<file path="config.mk">
export PLATFORM = sky130hd
export DESIGN_NAME = park_direct_mac_seq_flat
export DESIGN_NICKNAME = d
export VERILOG_FILES = /design/src/rtl/park_pkg.sv /design/src/rtl/park_direct_mac_seq_if.sv /design/src/rtl/park_mac_mul.sv /design/src/rtl/park_direct_mac_seq.sv /design/src/flat_wrapper.sv
export SDC_FILE = /design/constraint.sdc
export NUM_CORES = 1
export LEC_CHECK = 0
export ABC_AREA = 1
export BUFFER_PORTS_ARGS = -buffer_cell sky130_fd_sc_hd__buf_2
export CAP_MARGIN = 25
export CORE_MARGIN = 4
export CORE_UTILIZATION = 30
export CTS_BUF_LIST = sky130_fd_sc_hd__clkbuf_2
export CTS_CLUSTER_SIZE = 30
export DETAILED_ROUTE_END_ITERATION = 16
export HOLD_SLACK_MARGIN = 0.05
export SETUP_SLACK_MARGIN = 0.1
export SYNTH_ARGS = -nofsm -noshare
export SYNTH_HDL_FRONTEND = slang
export SYNTH_SLANG_ARGS = --single-unit
</file>
<file path="constraint.sdc">
create_clock -name ap_clk -period 11.6 [get_ports ap_clk]
set_input_delay 2.32 -clock ap_clk [delete_from_list [all_inputs] [get_ports ap_clk]]
set_output_delay 2.32 -clock ap_clk [all_outputs]
set_load 0.005 [all_outputs]
</file>
<file path="src/rtl/park_pkg.sv">
// rtl/park_pkg.sv - shared constants, FSM states and Q1.15 round/saturate for the Park MAC
package park_pkg;

    localparam int DATA_W = 16;
    localparam int FRAC_W = 15;
    localparam int ACC_W  = 2 * DATA_W + 1;

    localparam logic signed [DATA_W-1:0] Q15_MAX = {1'b0, {(DATA_W-1){1'b1}}};
    localparam logic signed [DATA_W-1:0] Q15_MIN = {1'b1, {(DATA_W-1){1'b0}}};

    typedef enum logic [2:0] {
        ST_IDLE,
        ST_P0,
        ST_P1,
        ST_P2,
        ST_P3,
        ST_RND,
        ST_OUT
    } state_t;

    typedef struct packed {
        logic signed [DATA_W-1:0] val;
        logic                     sat;
    } rnd_t;

    // Round half up by adding 2^(FRAC_W-1), then arithmetic shift at full accumulator width.
    function automatic rnd_t round_sat(input logic signed [ACC_W-1:0] acc);
        logic signed [ACC_W-1:0] bias;
        logic signed [ACC_W-1:0] r;
        logic signed [ACC_W-1:0] hi;
        logic signed [ACC_W-1:0] lo;
        rnd_t                    res;
        bias           = '0;
        bias[FRAC_W-1] = 1'b1;
        r  = (acc + bias) >>> FRAC_W;
        hi = {{(ACC_W-DATA_W){Q15_MAX[DATA_W-1]}}, Q15_MAX};
        lo = {{(ACC_W-DATA_W){Q15_MIN[DATA_W-1]}}, Q15_MIN};
        if (r > hi) begin
            res.val = Q15_MAX;
            res.sat = 1'b1;
        end else if (r < lo) begin
            res.val = Q15_MIN;
            res.sat = 1'b1;
        end else begin
            res.val = r[DATA_W-1:0];
            res.sat = 1'b0;
        end
        return res;
    endfunction

endpackage

</file>
<file path="src/rtl/park_direct_mac_seq_if.sv">
// rtl/park_direct_mac_seq_if.sv - operand/result handshake bundle for the Park MAC
interface park_direct_mac_seq_if;
    import park_pkg::*;

    logic                     in_valid;
    logic                     in_ready;
    logic signed [DATA_W-1:0] i_alpha;
    logic signed [DATA_W-1:0] i_beta;
    logic signed [DATA_W-1:0] sin_th;
    logic signed [DATA_W-1:0] cos_th;
    logic                     out_valid;
    logic                     out_ready;
    logic signed [DATA_W-1:0] i_d;
    logic signed [DATA_W-1:0] i_q;
    logic [1:0]               out_sat;
    logic                     busy;

    modport master (
        output in_valid, i_alpha, i_beta, sin_th, cos_th, out_ready,
        input  in_ready, out_valid, i_d, i_q, out_sat, busy
    );

    modport slave (
        input  in_valid, i_alpha, i_beta, sin_th, cos_th, out_ready,
        output in_ready, out_valid, i_d, i_q, out_sat, busy
    );

endinterface

</file>
<file path="src/rtl/park_mac_mul.sv">
// rtl/park_mac_mul.sv - combinational signed DATA_W x DATA_W multiplier
module park_mac_mul
    import park_pkg::*;
(
    input  logic signed [DATA_W-1:0]   a,
    input  logic signed [DATA_W-1:0]   b,
    output logic signed [2*DATA_W-1:0] p
);

    assign p = a * b;

endmodule

</file>
<file path="src/rtl/park_direct_mac_seq.sv">
// rtl/park_direct_mac_seq.sv - Park direct transform, one shared multiplier, one product per cycle
module park_direct_mac_seq
    import park_pkg::*;
(
    input  logic                 ap_clk,
    input  logic                 ap_rst_n,
    park_direct_mac_seq_if.slave bus
);

    state_t state;
    state_t state_nxt;

    logic signed [DATA_W-1:0]   op_a;
    logic signed [DATA_W-1:0]   op_b;
    logic signed [DATA_W-1:0]   op_s;
    logic signed [DATA_W-1:0]   op_c;
    logic signed [ACC_W-1:0]    acc_d;
    logic signed [ACC_W-1:0]    acc_q;
    logic signed [DATA_W-1:0]   mul_x;
    logic signed [DATA_W-1:0]   mul_y;
    logic signed [2*DATA_W-1:0] prod;
    logic signed [ACC_W-1:0]    prod_ext;
    rnd_t                       rnd_d;
    rnd_t                       rnd_q;

    always_ff @(posedge ap_clk or negedge ap_rst_n) begin
        if (!ap_rst_n) begin
            state <= ST_IDLE;
        end else begin
            state <= state_nxt;
        end
    end

    always_comb begin
        state_nxt = state;
        case (state)
            ST_IDLE: if (bus.in_valid) state_nxt = ST_P0;
            ST_P0:   state_nxt = ST_P1;
            ST_P1:   state_nxt = ST_P2;
            ST_P2:   state_nxt = ST_P3;
            ST_P3:   state_nxt = ST_RND;
            ST_RND:  state_nxt = ST_OUT;
            ST_OUT:  if (bus.out_ready) state_nxt = ST_IDLE;
            default: state_nxt = ST_IDLE;
        endcase
    end

    always_comb begin
        bus.in_ready  = (state == ST_IDLE);
        bus.out_valid = (state == ST_OUT);
        bus.busy      = (state != ST_IDLE);
    end

    // Operand pairing per product slot: (a,c) (b,s) (b,c) (a,s).
    always_comb begin
        mul_x = '0;
        mul_y = '0;
        case (state)
            ST_P0: begin mul_x = op_a; mul_y = op_c; end
            ST_P1: begin mul_x = op_b; mul_y = op_s; end
            ST_P2: begin mul_x = op_b; mul_y = op_c; end
            ST_P3: begin mul_x = op_a; mul_y = op_s; end
            default: begin mul_x = '0; mul_y = '0; end
        endcase
    end

    park_mac_mul u_mul (
        .a (mul_x),
        .b (mul_y),
        .p (prod)
    );

    assign prod_ext = {{(ACC_W-2*DATA_W){prod[2*DATA_W-1]}}, prod};
    assign rnd_d    = round_sat(acc_d);
    assign rnd_q    = round_sat(acc_q);

    always_ff @(posedge ap_clk or negedge ap_rst_n) begin
        if (!ap_rst_n) begin
            op_a        <= '0;
            op_b        <= '0;
            op_s        <= '0;
            op_c        <= '0;
            acc_d       <= '0;
            acc_q       <= '0;
            bus.i_d     <= '0;
            bus.i_q     <= '0;
            bus.out_sat <= '0;
        end else begin
            case (state)
                ST_IDLE: begin
                    if (bus.in_valid) begin
                        op_a <= bus.i_alpha;
                        op_b <= bus.i_beta;
                        op_s <= bus.sin_th;
                        op_c <= bus.cos_th;
                    end
                end
                ST_P0:  acc_d <= prod_ext;
                ST_P1:  acc_d <= acc_d + prod_ext;
                ST_P2:  acc_q <= prod_ext;
                ST_P3:  acc_q <= acc_q - prod_ext;
                ST_RND: begin
                    bus.i_d     <= rnd_d.val;
                    bus.i_q     <= rnd_q.val;
                    bus.out_sat <= {rnd_q.sat, rnd_d.sat};
                end
                default: ;
            endcase
        end
    end

endmodule

</file>
<file path="src/flat_wrapper.sv">
// flat-port wrapper written by rule: the top's interface ports become plain ports
module park_direct_mac_seq_flat import park_pkg::*;
  (ap_clk, ap_rst_n, bus_in_valid, bus_i_alpha, bus_i_beta, bus_sin_th, bus_cos_th, bus_out_ready, bus_in_ready, bus_out_valid, bus_i_d, bus_i_q, bus_out_sat, bus_busy);
  park_direct_mac_seq_if bus_i ();
  input  logic ap_clk;
  input  logic ap_rst_n;
  input wire logic [$bits(bus_i.in_valid)-1:0] bus_in_valid;
  input wire logic [$bits(bus_i.i_alpha)-1:0] bus_i_alpha;
  input wire logic [$bits(bus_i.i_beta)-1:0] bus_i_beta;
  input wire logic [$bits(bus_i.sin_th)-1:0] bus_sin_th;
  input wire logic [$bits(bus_i.cos_th)-1:0] bus_cos_th;
  input wire logic [$bits(bus_i.out_ready)-1:0] bus_out_ready;
  output wire logic [$bits(bus_i.in_ready)-1:0] bus_in_ready;
  output wire logic [$bits(bus_i.out_valid)-1:0] bus_out_valid;
  output wire logic [$bits(bus_i.i_d)-1:0] bus_i_d;
  output wire logic [$bits(bus_i.i_q)-1:0] bus_i_q;
  output wire logic [$bits(bus_i.out_sat)-1:0] bus_out_sat;
  output wire logic [$bits(bus_i.busy)-1:0] bus_busy;
  assign bus_i.in_valid = bus_in_valid;
  assign bus_i.i_alpha = bus_i_alpha;
  assign bus_i.i_beta = bus_i_beta;
  assign bus_i.sin_th = bus_sin_th;
  assign bus_i.cos_th = bus_cos_th;
  assign bus_i.out_ready = bus_out_ready;
  assign bus_in_ready = bus_i.in_ready;
  assign bus_out_valid = bus_i.out_valid;
  assign bus_i_d = bus_i.i_d;
  assign bus_i_q = bus_i.i_q;
  assign bus_out_sat = bus_i.out_sat;
  assign bus_busy = bus_i.busy;
  park_direct_mac_seq u_core (.ap_clk(ap_clk), .ap_rst_n(ap_rst_n), .bus(bus_i));
endmodule
</file>
==> summary.txt <==
Drt
  • TritonRoute pass-1 iters: 6
  • Number of DRC markers in iteration 0: approximately 1200
  • Residual DRC: 0
  • Vias per cell: 4.78
  • WL per Instance: 16.4 um
  • Antenna viol nets, final: 0
  • Drt total wl: between 60000 and 70000 um
  • Vias: 18800

Worst setup path
  • Crit path launch type: flop
  • CP max stage cell: xor2_1
  • CP Data Arrival Time: 10630 ps
  • Required @ worst endpoint: 12430 ps
  • Critical path's largest stage delay: 680 ps
  • Critical path type: reg2reg
  • Max FO, Critical Path: 24
  • Critical path endpoint category: flop
  • Cell with the most instances on the worst path: nand2_1

CTS
  • Clock Path Buffers: 2
  • Clock Latency Late Sink: 900 ps
  • # H-tree levels: 4
  • Clk slew on worst S/H paths: 330 ps
  • Setup repair bufs after CTS: 0
  • Total CTS buffers: 17
  • CTS sink count: 167
  • Cts hold-fix bufs: 0
  • Clock root cell: clkbuf_2
  • CTS tree: done
  • Cts repair resizes: 0

Timing
  • Final Setup Violations: 0
  • Clk_skew: between 100 and 150 ps
  • Final Cycle Share: 84.5%
  • Max-slew violation count: 0
  • Worst slew pin tran: 941 ps
  • Slew headroom: a little under two fifths
  • Final hold vios: 0
  • RSZ-0062 raised after global routing: false
  • Fmax: 0.102 GHz
  • Hold WS: between 500 and 600 ps
  • Sum Neg Setup Slack: 0 ps
  • Final min period: 9810 ps

Placed design
  • GP Congestion: around 0.94
  • Area after DPL: between 20000 and 25000 sq um
  • PortBufs: 104
  • DP HPWL: 51300 um

Synth
  • Largest family of logic cells by synthesized area: adder cells
  • Synth area leaders: fa_1 24%, dfrtp_1 19%, nand2_1 12%, inv_1 11%, ha_1 8.1%
  • Post-synth top area share: 23.9%
  • Adder-cell share of the synthesized area: 32.0%
  • Mux share of post-synthesis cell area: 2.75%
  • Register bit count reported by yosys: 167
  • Compound-gate portion of the synthesized area: between 10% and 20%
  • Number of synthesized flops with an enable pin: 0
  • Simple-Gate Fraction of Synth Area: 19.8%
  • Cell Area, Synth: 22100 sq um
  • Yosys cell types: 57
  • Avg Inst Size Synth: 7.65 sq um
  • Syn_nets: roughly 3400
  • Post-synth ARST share: 100%
  • Dominant cell type by area after synthesis: fa_1
  • Synth Warn #: 0
  • Sequential area share after synthesis: 18.9%
  • Synth Area in XOR/XNOR: between 3 and 4%
  • Mapped Cells: about 2900
  • Commonest register cell after synthesis: dfrtp_1

Global route
  • Remaining global-route overflow: 0
  • Initial antenna violation count: 3
  • Vias in the first global route: 19600
  • Total GRT Usage: 16.8%
  • Largest net degree at the start of global routing: 71
  • First-pass GRT wire length: about 110000 um

Hold path
  • Hold crit path type: reg2reg

Floorplanning
  • Die Y: 279 um
  • Row cnt: roughly 100
  • Placeable core area: 73000 sq um
  • Initial core utilization: 30.3%
  • I/O pin count: 105
  • Die Wd: between 200 and 300 um
  • Die area: around 80000 sq um

Layout
  • Final net count: 3437
  • Fin area: 24000 sq um
  • Share of cells above drive strength 1: 9.01%
  • Commonest non-fill, non-tap cell in the layout: nand2_1
  • Most frequent cells in the layout: 728 x nand2_1, 661 x inv_1, 264 x fa_1
  • Area Overhead vs Synth: 8.61%
  • # fillers: between 7000 and 8000
  • Finished Core Util: 32.9%

Run
  • Max_cap viols: 0

Run status
  • Status: finished, final reports clean
==> registers in the layout (all words and copies together), names as in the netlist <==
name                count
u_core.state            3
u_core.bus.i_d         16
u_core.bus.out_sat      2
u_core.op_c            16
u_core.op_s            16
u_core.acc_d           33
u_core.acc_q           33
u_core.op_b            16
u_core.bus.i_q         16
u_core.op_a            16
==> per-layer routing <==
metal  GRT usage, %  wire length (um)  vias up
met4           5.55              1980        0
li1               -                 -     9065
met3           2.75              3730      100
met5              0                 0        -
met1           21.4             27600     9141
met2           29.2             31300      496
==> per-stage QoR <==
| stage | worst slack, ps | instances |
|---|---|---|
| 2_1_floorplan | 3510 | 2890 |
| 3_3_place_gp | 1950 | 3901 |
| 3_5_place_dp | 1980 | 3901 |
| 4_1_cts | 1930 | 3933 |
| 5_1_grt | 1100 | 3935 |
| 6_report | 1790 | 3935 |
==> cells in the mapped netlist (10+ instances only) <==
master	n
nand2_1	729
inv_1	661
fa_1	264
dfrtp_1	167
nor2_1	154
ha_1	143
a21oi_1	127
o21ai_0	93
nand3_1	91
clkbuf_1	67
xor2_1	56
mux2_2	54
nand4_1	22
xnor2_1	22
a2bb2oi_1	20
o22ai_1	20
o211ai_1	19
a31oi_1	18
or2_2	16
a22o_1	15
nor3_1	14
a2bb2oi_2	10
o221ai_1	10
==> cell type report <==
type	instances	area, sq um	area share (%)
antenna	1	2.50	0.0104
clock buffer	20	100	0.417
sequential	167	4180	17.4
clock inverter	12	166	0.693
timing repair buffer	127	719	3.00
multi-input combinational	1982	15100	63.1
inverter	667	2500	10.4
tap	959	1200	5.00
==> worst max-delay path: cells and delay by family (launching register included) <==
kind | cells | cell delay [ps]
xor gates and xnor gates | 1 | 680
adders and majority gates | 8 | 3960
buffers and inverters | 7 | 880
DFF | 1 | 430
and+or+nand+nor | 26 | 3850
==> kinds of logic (layout without fill, tap and decap cells) <==
logic type                 Yosys count  in the layout
and+or+nand+nor                   1062           1062
buffers and inverters              741            826
adders and majority gates          407            407
AOI/OAI and AO/OA                  381            381
DFF                                167            167
xor gates and xnor gates            78             78
muxes                               54             54
other                                0              1
==> worst paths after layout <==
check / start / to / slack [ps] / depth (start not counted)
min in group asynchronous: ap_rst_n / u_core.bus.i_d[11]$_DFFE_PN0N_ / 1220 / 1
max: u_core.state[0]$_DFFE_PN0P_ / u_core.acc_q[32]$_DFFE_PN0P_ / 1790 / 42
max in group asynchronous: ap_rst_n / u_core.op_b[12]$_DFFE_PN0P_ / 9070 / 2
max reg2reg: u_core.state[0]$_DFFE_PN0P_ / u_core.acc_q[32]$_DFFE_PN0P_ / 1790 / 42
min reg2reg: u_core.bus.i_q[0]$_DFFE_PN0N_ / u_core.bus.i_q[0]$_DFFE_PN0N_ / 530 / 2
min: u_core.bus.i_q[0]$_DFFE_PN0N_ / u_core.bus.i_q[0]$_DFFE_PN0N_ / 530 / 2
Power is left out: the tool's default activity adds up to more than one toggle a clock period on the data nets, which glitch-free logic cannot reach.
